$ cat src/rtl/cnt_arbiter_pkg.sv
// Shared constants and types for the two-requester counter arbiter.
package cnt_arbiter_pkg;

  localparam int unsigned OP_W    = 2;
  localparam int unsigned STATE_W = 2;

  typedef logic [OP_W-1:0] op_t;

  localparam op_t OP_LOAD = 2'b00;
  localparam op_t OP_UP   = 2'b01;
  localparam op_t OP_DOWN = 2'b10;
  localparam op_t OP_NOP  = 2'b11;

  typedef logic [STATE_W-1:0] state_t;

  localparam state_t ST_IDLE = 2'd0;
  localparam state_t ST_RUN  = 2'd1;
  localparam state_t ST_DONE = 2'd2;

  // Round-robin pick: true selects requester B.
  function automatic logic pick_b(input logic req_a, input logic req_b, input logic prio_b);
    return (req_a && req_b) ? prio_b : req_b;
  endfunction

endpackage

$ cat src/rtl/cnt_arbiter_if.sv
// Requester-side bundle of the counter arbiter: requests, grants, completions and counter status.
interface cnt_arbiter_if #(
  parameter int unsigned WIDTH = 5
);
  import cnt_arbiter_pkg::*;

  logic             req_a;
  logic             req_b;
  op_t              op_a;
  op_t              op_b;
  logic [WIDTH-1:0] data_a;
  logic [WIDTH-1:0] data_b;
  logic             gnt_a;
  logic             gnt_b;
  logic             done_a;
  logic             done_b;
  logic             sat;
  logic             busy;
  logic             owner;
  logic [WIDTH-1:0] count;
  logic             high;
  logic             low;

  modport master (
    output req_a, req_b, op_a, op_b, data_a, data_b,
    input  gnt_a, gnt_b, done_a, done_b, sat, busy, owner, count, high, low
  );

  modport slave (
    input  req_a, req_b, op_a, op_b, data_a, data_b,
    output gnt_a, gnt_b, done_a, done_b, sat, busy, owner, count, high, low
  );

endinterface

$ cat src/rtl/cnt_arbiter_updn_core.sv
// Saturating up/down counter datapath with load and bound flags.
module updn_core #(
  parameter int unsigned WIDTH = 5
) (
  input  logic             clk,
  input  logic             rst_n,
  input  logic             load,
  input  logic             inc,
  input  logic             dec,
  input  logic [WIDTH-1:0] din,
  output logic [WIDTH-1:0] count,
  output logic             high,
  output logic             low
);

  localparam logic [WIDTH-1:0] CNT_MAX = '1;

  assign high = (count == CNT_MAX);
  assign low  = (count == '0);

  // Steps at a bound are dropped so the value never wraps.
  always_ff @(posedge clk or negedge rst_n) begin
    if (!rst_n) begin
      count <= '0;
    end else if (load) begin
      count <= din;
    end else if (inc && !high) begin
      count <= count + WIDTH'(1);
    end else if (dec && !low) begin
      count <= count - WIDTH'(1);
    end
  end

endmodule

$ cat src/rtl/cnt_arbiter.sv
// Round-robin arbiter granting two requesters exclusive LOAD/UP/DOWN/NOP access to a shared counter.
module cnt_arbiter
  import cnt_arbiter_pkg::*;
#(
  parameter int unsigned WIDTH = 5
) (
  input  logic          clk,
  input  logic          rst_n,
  cnt_arbiter_if.slave  bus
);

  state_t           state_q, state_d;
  op_t              op_q, op_d;
  logic [WIDTH-1:0] data_q, data_d;
  logic             owner_q, owner_d;
  logic             prio_b_q, prio_b_d;
  logic             gnt_a_q, gnt_a_d;
  logic             gnt_b_q, gnt_b_d;
  logic             done_a_q, done_a_d;
  logic             done_b_q, done_b_d;
  logic             sat_q, sat_d;
  logic             busy_q, busy_d;

  logic             load_c, inc_c, dec_c;
  logic             finish_c;
  logic             sel_b_c;
  logic [WIDTH-1:0] count;
  logic             high, low;

  updn_core #(.WIDTH(WIDTH)) u_core (
    .clk   (clk),
    .rst_n (rst_n),
    .load  (load_c),
    .inc   (inc_c),
    .dec   (dec_c),
    .din   (data_q),
    .count (count),
    .high  (high),
    .low   (low)
  );

  always_ff @(posedge clk or negedge rst_n) begin
    if (!rst_n) begin
      state_q  <= ST_IDLE;
      op_q     <= OP_NOP;
      data_q   <= '0;
      owner_q  <= 1'b0;
      prio_b_q <= 1'b0;
      gnt_a_q  <= 1'b0;
      gnt_b_q  <= 1'b0;
      done_a_q <= 1'b0;
      done_b_q <= 1'b0;
      sat_q    <= 1'b0;
      busy_q   <= 1'b0;
    end else begin
      state_q  <= state_d;
      op_q     <= op_d;
      data_q   <= data_d;
      owner_q  <= owner_d;
      prio_b_q <= prio_b_d;
      gnt_a_q  <= gnt_a_d;
      gnt_b_q  <= gnt_b_d;
      done_a_q <= done_a_d;
      done_b_q <= done_b_d;
      sat_q    <= sat_d;
      busy_q   <= busy_d;
    end
  end

  // Next state, datapath enables and next values of the registered outputs.
  always_comb begin
    state_d  = state_q;
    op_d     = op_q;
    data_d   = data_q;
    owner_d  = owner_q;
    prio_b_d = prio_b_q;
    gnt_a_d  = 1'b0;
    gnt_b_d  = 1'b0;
    done_a_d = 1'b0;
    done_b_d = 1'b0;
    sat_d    = 1'b0;
    load_c   = 1'b0;
    inc_c    = 1'b0;
    dec_c    = 1'b0;
    finish_c = 1'b0;
    sel_b_c  = 1'b0;

    case (state_q)
      ST_IDLE: begin
        if (bus.req_a || bus.req_b) begin
          sel_b_c = pick_b(bus.req_a, bus.req_b, prio_b_q);
          owner_d = sel_b_c;
          op_d    = sel_b_c ? bus.op_b : bus.op_a;
          data_d  = sel_b_c ? bus.data_b : bus.data_a;
          gnt_a_d = !sel_b_c;
          gnt_b_d = sel_b_c;
          state_d = ST_RUN;
        end
      end

      ST_RUN: begin
        // data_q doubles as the remaining-step counter for UP/DOWN.
        case (op_q)
          OP_LOAD: begin
            load_c   = 1'b1;
            finish_c = 1'b1;
          end
          OP_UP: begin
            if (data_q == '0) begin
              finish_c = 1'b1;
            end else if (high) begin
              finish_c = 1'b1;
              sat_d    = 1'b1;
            end else begin
              inc_c    = 1'b1;
              data_d   = data_q - WIDTH'(1);
              finish_c = (data_q == WIDTH'(1));
            end
          end
          OP_DOWN: begin
            if (data_q == '0) begin
              finish_c = 1'b1;
            end else if (low) begin
              finish_c = 1'b1;
              sat_d    = 1'b1;
            end else begin
              dec_c    = 1'b1;
              data_d   = data_q - WIDTH'(1);
              finish_c = (data_q == WIDTH'(1));
            end
          end
          default: finish_c = 1'b1;
        endcase

        if (finish_c) begin
          state_d  = ST_DONE;
          done_a_d = !owner_q;
          done_b_d = owner_q;
        end
      end

      ST_DONE: begin
        prio_b_d = !owner_q;
        state_d  = ST_IDLE;
      end

      default: state_d = ST_IDLE;
    endcase

    busy_d = (state_d != ST_IDLE);
  end

  assign bus.gnt_a  = gnt_a_q;
  assign bus.gnt_b  = gnt_b_q;
  assign bus.done_a = done_a_q;
  assign bus.done_b = done_b_q;
  assign bus.sat    = sat_q;
  assign bus.busy   = busy_q;
  assign bus.owner  = owner_q;
  assign bus.count  = count;
  assign bus.high   = high;
  assign bus.low    = low;

endmodule

$ cat src/flat_wrapper.sv
// flat-port wrapper written by rule: the top's interface ports become plain ports
module cnt_arbiter_flat import cnt_arbiter_pkg::*;
#(
  parameter int unsigned WIDTH = 5
)
  (clk, rst_n, bus_req_a, bus_req_b, bus_op_a, bus_op_b, bus_data_a, bus_data_b, bus_gnt_a, bus_gnt_b, bus_done_a, bus_done_b, bus_sat, bus_busy, bus_owner, bus_count, bus_high, bus_low);
  cnt_arbiter_if #(.WIDTH(WIDTH)) bus_i ();
  input  logic clk;
  input  logic rst_n;
  input wire logic [$bits(bus_i.req_a)-1:0] bus_req_a;
  input wire logic [$bits(bus_i.req_b)-1:0] bus_req_b;
  input wire logic [$bits(bus_i.op_a)-1:0] bus_op_a;
  input wire logic [$bits(bus_i.op_b)-1:0] bus_op_b;
  input wire logic [$bits(bus_i.data_a)-1:0] bus_data_a;
  input wire logic [$bits(bus_i.data_b)-1:0] bus_data_b;
  output wire logic [$bits(bus_i.gnt_a)-1:0] bus_gnt_a;
  output wire logic [$bits(bus_i.gnt_b)-1:0] bus_gnt_b;
  output wire logic [$bits(bus_i.done_a)-1:0] bus_done_a;
  output wire logic [$bits(bus_i.done_b)-1:0] bus_done_b;
  output wire logic [$bits(bus_i.sat)-1:0] bus_sat;
  output wire logic [$bits(bus_i.busy)-1:0] bus_busy;
  output wire logic [$bits(bus_i.owner)-1:0] bus_owner;
  output wire logic [$bits(bus_i.count)-1:0] bus_count;
  output wire logic [$bits(bus_i.high)-1:0] bus_high;
  output wire logic [$bits(bus_i.low)-1:0] bus_low;
  assign bus_i.req_a = bus_req_a;
  assign bus_i.req_b = bus_req_b;
  assign bus_i.op_a = bus_op_a;
  assign bus_i.op_b = bus_op_b;
  assign bus_i.data_a = bus_data_a;
  assign bus_i.data_b = bus_data_b;
  assign bus_gnt_a = bus_i.gnt_a;
  assign bus_gnt_b = bus_i.gnt_b;
  assign bus_done_a = bus_i.done_a;
  assign bus_done_b = bus_i.done_b;
  assign bus_sat = bus_i.sat;
  assign bus_busy = bus_i.busy;
  assign bus_owner = bus_i.owner;
  assign bus_count = bus_i.count;
  assign bus_high = bus_i.high;
  assign bus_low = bus_i.low;
  cnt_arbiter #(.WIDTH(WIDTH)) u_core (.clk(clk), .rst_n(rst_n), .bus(bus_i));
endmodule
$ cat config.mk
export PLATFORM = sky130hd
export DESIGN_NAME = cnt_arbiter_flat
export DESIGN_NICKNAME = d
export VERILOG_FILES = /design/src/rtl/cnt_arbiter_pkg.sv /design/src/rtl/cnt_arbiter_if.sv /design/src/rtl/cnt_arbiter_updn_core.sv /design/src/rtl/cnt_arbiter.sv /design/src/flat_wrapper.sv
export SDC_FILE = /design/constraint.sdc
export NUM_CORES = 1
export LEC_CHECK = 0
export ABC_AREA = 1
export CORE_UTILIZATION = 37
export CTS_CLUSTER_DIAMETER = 80
export DETAILED_ROUTE_END_ITERATION = 8
export DONT_BUFFER_PORTS = 1
export PLACE_DENSITY_LB_ADDON = 0.08
export SLEW_MARGIN = 25
export SYNTH_ARGS = -nofsm -noshare
export SYNTH_HDL_FRONTEND = slang
export SYNTH_SLANG_ARGS = --single-unit
$ cat constraint.sdc
create_clock -name clk -period 3.27 [get_ports clk]
set_input_delay 0.654 -clock clk [delete_from_list [all_inputs] [get_ports clk]]
set_output_delay 0.654 -clock clk [all_outputs]
set_load 0.005 [all_outputs]
==> key figures <==
Logic synthesis
  • Mapped Area: 0.00150 mm^2
  • Avg Cell Area, Syn: 7.52 um^2
  • Post-synthesis cell type count: 29
  • Syn Inst Count: 200
  • Synthesized Nets: about 230
  • Synth warn: 0
  • Synth top area cells: dfrtp_1 (33%), nand2_1 (16%), ha_1 (7.5%)
  • Share of the synthesized area in the top cell type: 33.3%
  • Area leader, netlist: dfrtp_1
  • Seq/Total Area, Yosys: 36.8%
  • Seq cells post-synth: 22

CTS
  • Hold_buf cts: 0
  • Post-CTS sizing: 0
  • CTS buffer count: 3
  • H-tree depth: 1
  • Root Driver: clkbuf_8
  • Clock Path Buffers: 2
  • Clock Latency Late Sink: around 260 ps
  • Post-CTS setup buffers: 0
  • Clock transition at the registers of the reported paths: 90 ps
  • Sink Count: 22
  • CTS tree: yes

GRT
  • Vias in the first global route: 1168
  • Largest net degree at the start of global routing: 23
  • First-pass GRT wire length: 5760 um
  • GRT overflow: 0
  • Total Routing Usage GR: 17.8%
  • Initial antenna violation count: 0

Die
  • Die H: between 60 and 70 um
  • Die area: 0.00432 mm^2
  • Die width: 65.8 um
  • Initial Util: 39.9%
  • Core footprint: approximately 0.0038 mm^2
  • Ports: 32
  • FP Rows: 22

STA
  • Shortest period the worst path allows: 2230 ps
  • Slew at the pin with the worst max-slew slack: about 380 ps
  • Hold Fails Final Rpt: 0
  • Worst clock skew: 3.36 ps
  • Post-route setup slack: 1040 ps
  • Peak Freq: between 400 and 500 MHz
  • Final Max Slew Viols: 0
  • Slew HR: 74.4%
  • Setup repair after global routing missed its margin: false
  • Setup TNS: 0 ps
  • Final setup viols: 0
  • Crit share post-route: 68.3%

Placement
  • Routability congestion estimate: about 0.8
  • Post-DP Area: 0.00156 mm^2
  • Pre-CTS setup slack: 1040 ps
  • Post-placement cell count: 247
  • Post-DP HPWL: around 2500 um
  • Port bufs: 0

Final layout
  • Fillers: 379
  • Final instance area: 0.00163 mm^2
  • NumNets Final: about 230
  • Share of layout cells above drive strength 1: between 10% and 20%
  • Commonest non-fill, non-tap cells in the layout: nand2_1 (63), inv_1 (30), dfrtp_1 (20), o21ai_0 (15)
  • Fin util: 43.2%
  • Final std cells w/o fill: 251
  • Most common cell after layout, fill and taps aside: nand2_1
  • ANT cells: 0
  • Synthesis-to-layout area growth: 8.40%

Critical path
  • Crit-path most repeated cell: nand2_1
  • CP Data Required Time: ~3500 ps
  • Worst EP arrival: 2440 ps
  • CP Capture Type: flop
  • CP max-delay cell: dfstp_2
  • Cell family with most CP delay: simple AND/OR/NAND/NOR gates
  • Reg2Reg Setup Slack: 1040 ps
  • Worst-path fanout max: 6
  • Worst path buffer plus inverter count: 4
  • Worst setup SP type: flop
  • Largest stage delay on the critical path: 540 ps
  • Reg2reg start: u_core.op_q[1]
  • Reg-to-reg critical path endpoint: u_core.u_core.count[4]
  • Cells on worst reg2reg path: 16
  • Worst-path cell chain: inv_1 > ha_1 > inv_1 > nor2_4 > nand3_4 > inv_1 > fa_1 > inv_1 > nand3_1 > nand2_1 > nand2_1 > nand2_1 > nand2_1 > nand3_1 > nand2_1 > nand2_1
  • Crit path kind: flop to flop

Detailed routing
  • Drt drc: 0
  • Routed len/inst: 12.9 um
  • Iter 0 DRT Violations: 99
  • DR pass1 iterations: 4
  • Routed WL: about 3200 um
  • Vias: 1240
  • DRT antenna net count: 0
  • Vias per std cell: 4.94

Power and ir drop
  • Net switching power: 0.882 mW
  • Max VDD drop: 0.000346 V
  • Pwr dens: about 1100 mW/mm^2
  • Flop pwr share: 29.2%
  • Leakage: approximately 0.86 nW
  • Switch share: 48.4%
  • Clock share of power: 14.2%
  • Internal: 0.940 mW
  • Gate power share: between 50% and 60%

Hold path
  • Min-delay worst type: input port to asynchronous set/reset pin

Flow run
  • Max-cap viol count: 0

Status
  • Outcome: completed
## state kept, by name, indices dropped and copies added (netlist names)
name and flops:
u_core.bus.busy 1, u_core.bus.done_a 1, u_core.bus.done_b 1, u_core.bus.gnt_a 1, u_core.bus.gnt_b 1, u_core.bus.owner 1, u_core.bus.sat 1, u_core.data_q 5
u_core.op_q 2, u_core.prio_b_q 1, u_core.state_q 2, u_core.u_core.count 5
## cell usage after synthesis
| cell | n |
|---|---|
| nand2_1 | 63 |
| inv_1 | 30 |
| dfrtp_1 | 20 |
| o21ai_0 | 15 |
| nand3_1 | 13 |
| nor2_1 | 13 |
| a21oi_1 | 9 |
| ha_1 | 9 |
| nand3_4 | 3 |
| nor2_4 | 3 |
| dfstp_2 | 2 |
| nand2_2 | 2 |
| nand2_4 | 2 |
| a211oi_1 | 1 |
| a21oi_2 | 1 |
| a21oi_4 | 1 |
| a31oi_1 | 1 |
| buf_2 | 1 |
| fa_1 | 1 |
| inv_2 | 1 |
| inv_6 | 1 |
| nand3_2 | 1 |
| nand4_1 | 1 |
| o211ai_1 | 1 |
| o21ai_1 | 1 |
| o21bai_1 | 1 |
| o22ai_1 | 1 |
| or2_2 | 1 |
| xor2_1 | 1 |
## power by group through the flow
| stage | Combinational, mW | Sequential, mW | Clock, mW |
|---|---|---|---|
| floorplan | 0.854 | 0.504 | 0 |
| global placement | 1.02 | 0.537 | 0 |
| detailed placement | 1.04 | 0.537 | 0 |
| CTS | 1.04 | 0.532 | 0.270 |
| global route | 1.22 | 0.550 | 0.284 |
| finish | 1.03 | 0.532 | 0.259 |
## routing by layer
metal	vias to the layer above	GRT usage, %	part of all wire, %
met2	26	27.9	47
li1	639	-	-
met5	-	0	0
met3	2	2.43	4.9
met1	573	24.6	47
met4	0	6.52	0.68
## how the worst max path moves through the flow
stage | from | endpoint | slack [ps] | cells past startpoint
final | u_core.op_q[1] | u_core.u_core.count[4] | 1040 | 16
after global routing | u_core.op_q[0] | u_core.u_core.count[4] | 860 | 13
after CTS | u_core.op_q[1] | u_core.u_core.count[4] | 1040 | 16
after detailed placement | u_core.op_q[1] | u_core.u_core.count[4] | 1040 | 16
after global placement | u_core.op_q[1] | u_core.u_core.count[4] | 1100 | 15
after floorplan | u_core.op_q[0] | u_core.u_core.count[4] | 1240 | 13
## area by class of cell
type                       count  area [um^2]  area share, %
inverter                      32          125           7.67
sequential                    22          553           33.9
tap                           48         60.1           3.68
clock buffer                   3         41.3           2.53
clock inverter                 1         30.0           1.84
multi-input combinational    145          821           50.3
## stage by stage
step	hold WS, ps	total power [mW]
2_1_floorplan	358	1.36
3_3_place_gp	359	1.56
3_5_place_dp	359	1.57
4_1_cts	58.8	1.85
5_1_grt	49.2	2.05
6_report	71.4	1.82
## cells by family (layout without fill, tap and decap cells)
kind of cell | count (synthesis) | after routing | synth area share [%]
XOR/XNOR | 1 | 1 | 0.582
AND/OR/NAND/NOR | 102 | 102 | 32.9
AO/OA/AOI/OAI | 32 | 32 | 12.3
flip-flops | 22 | 22 | 36.8
buffers and inverters | 33 | 36 | 8.65
adder cells (fa/ha/maj) | 10 | 10 | 8.82
No activity file was read; power rests on OpenSTA's default activity.
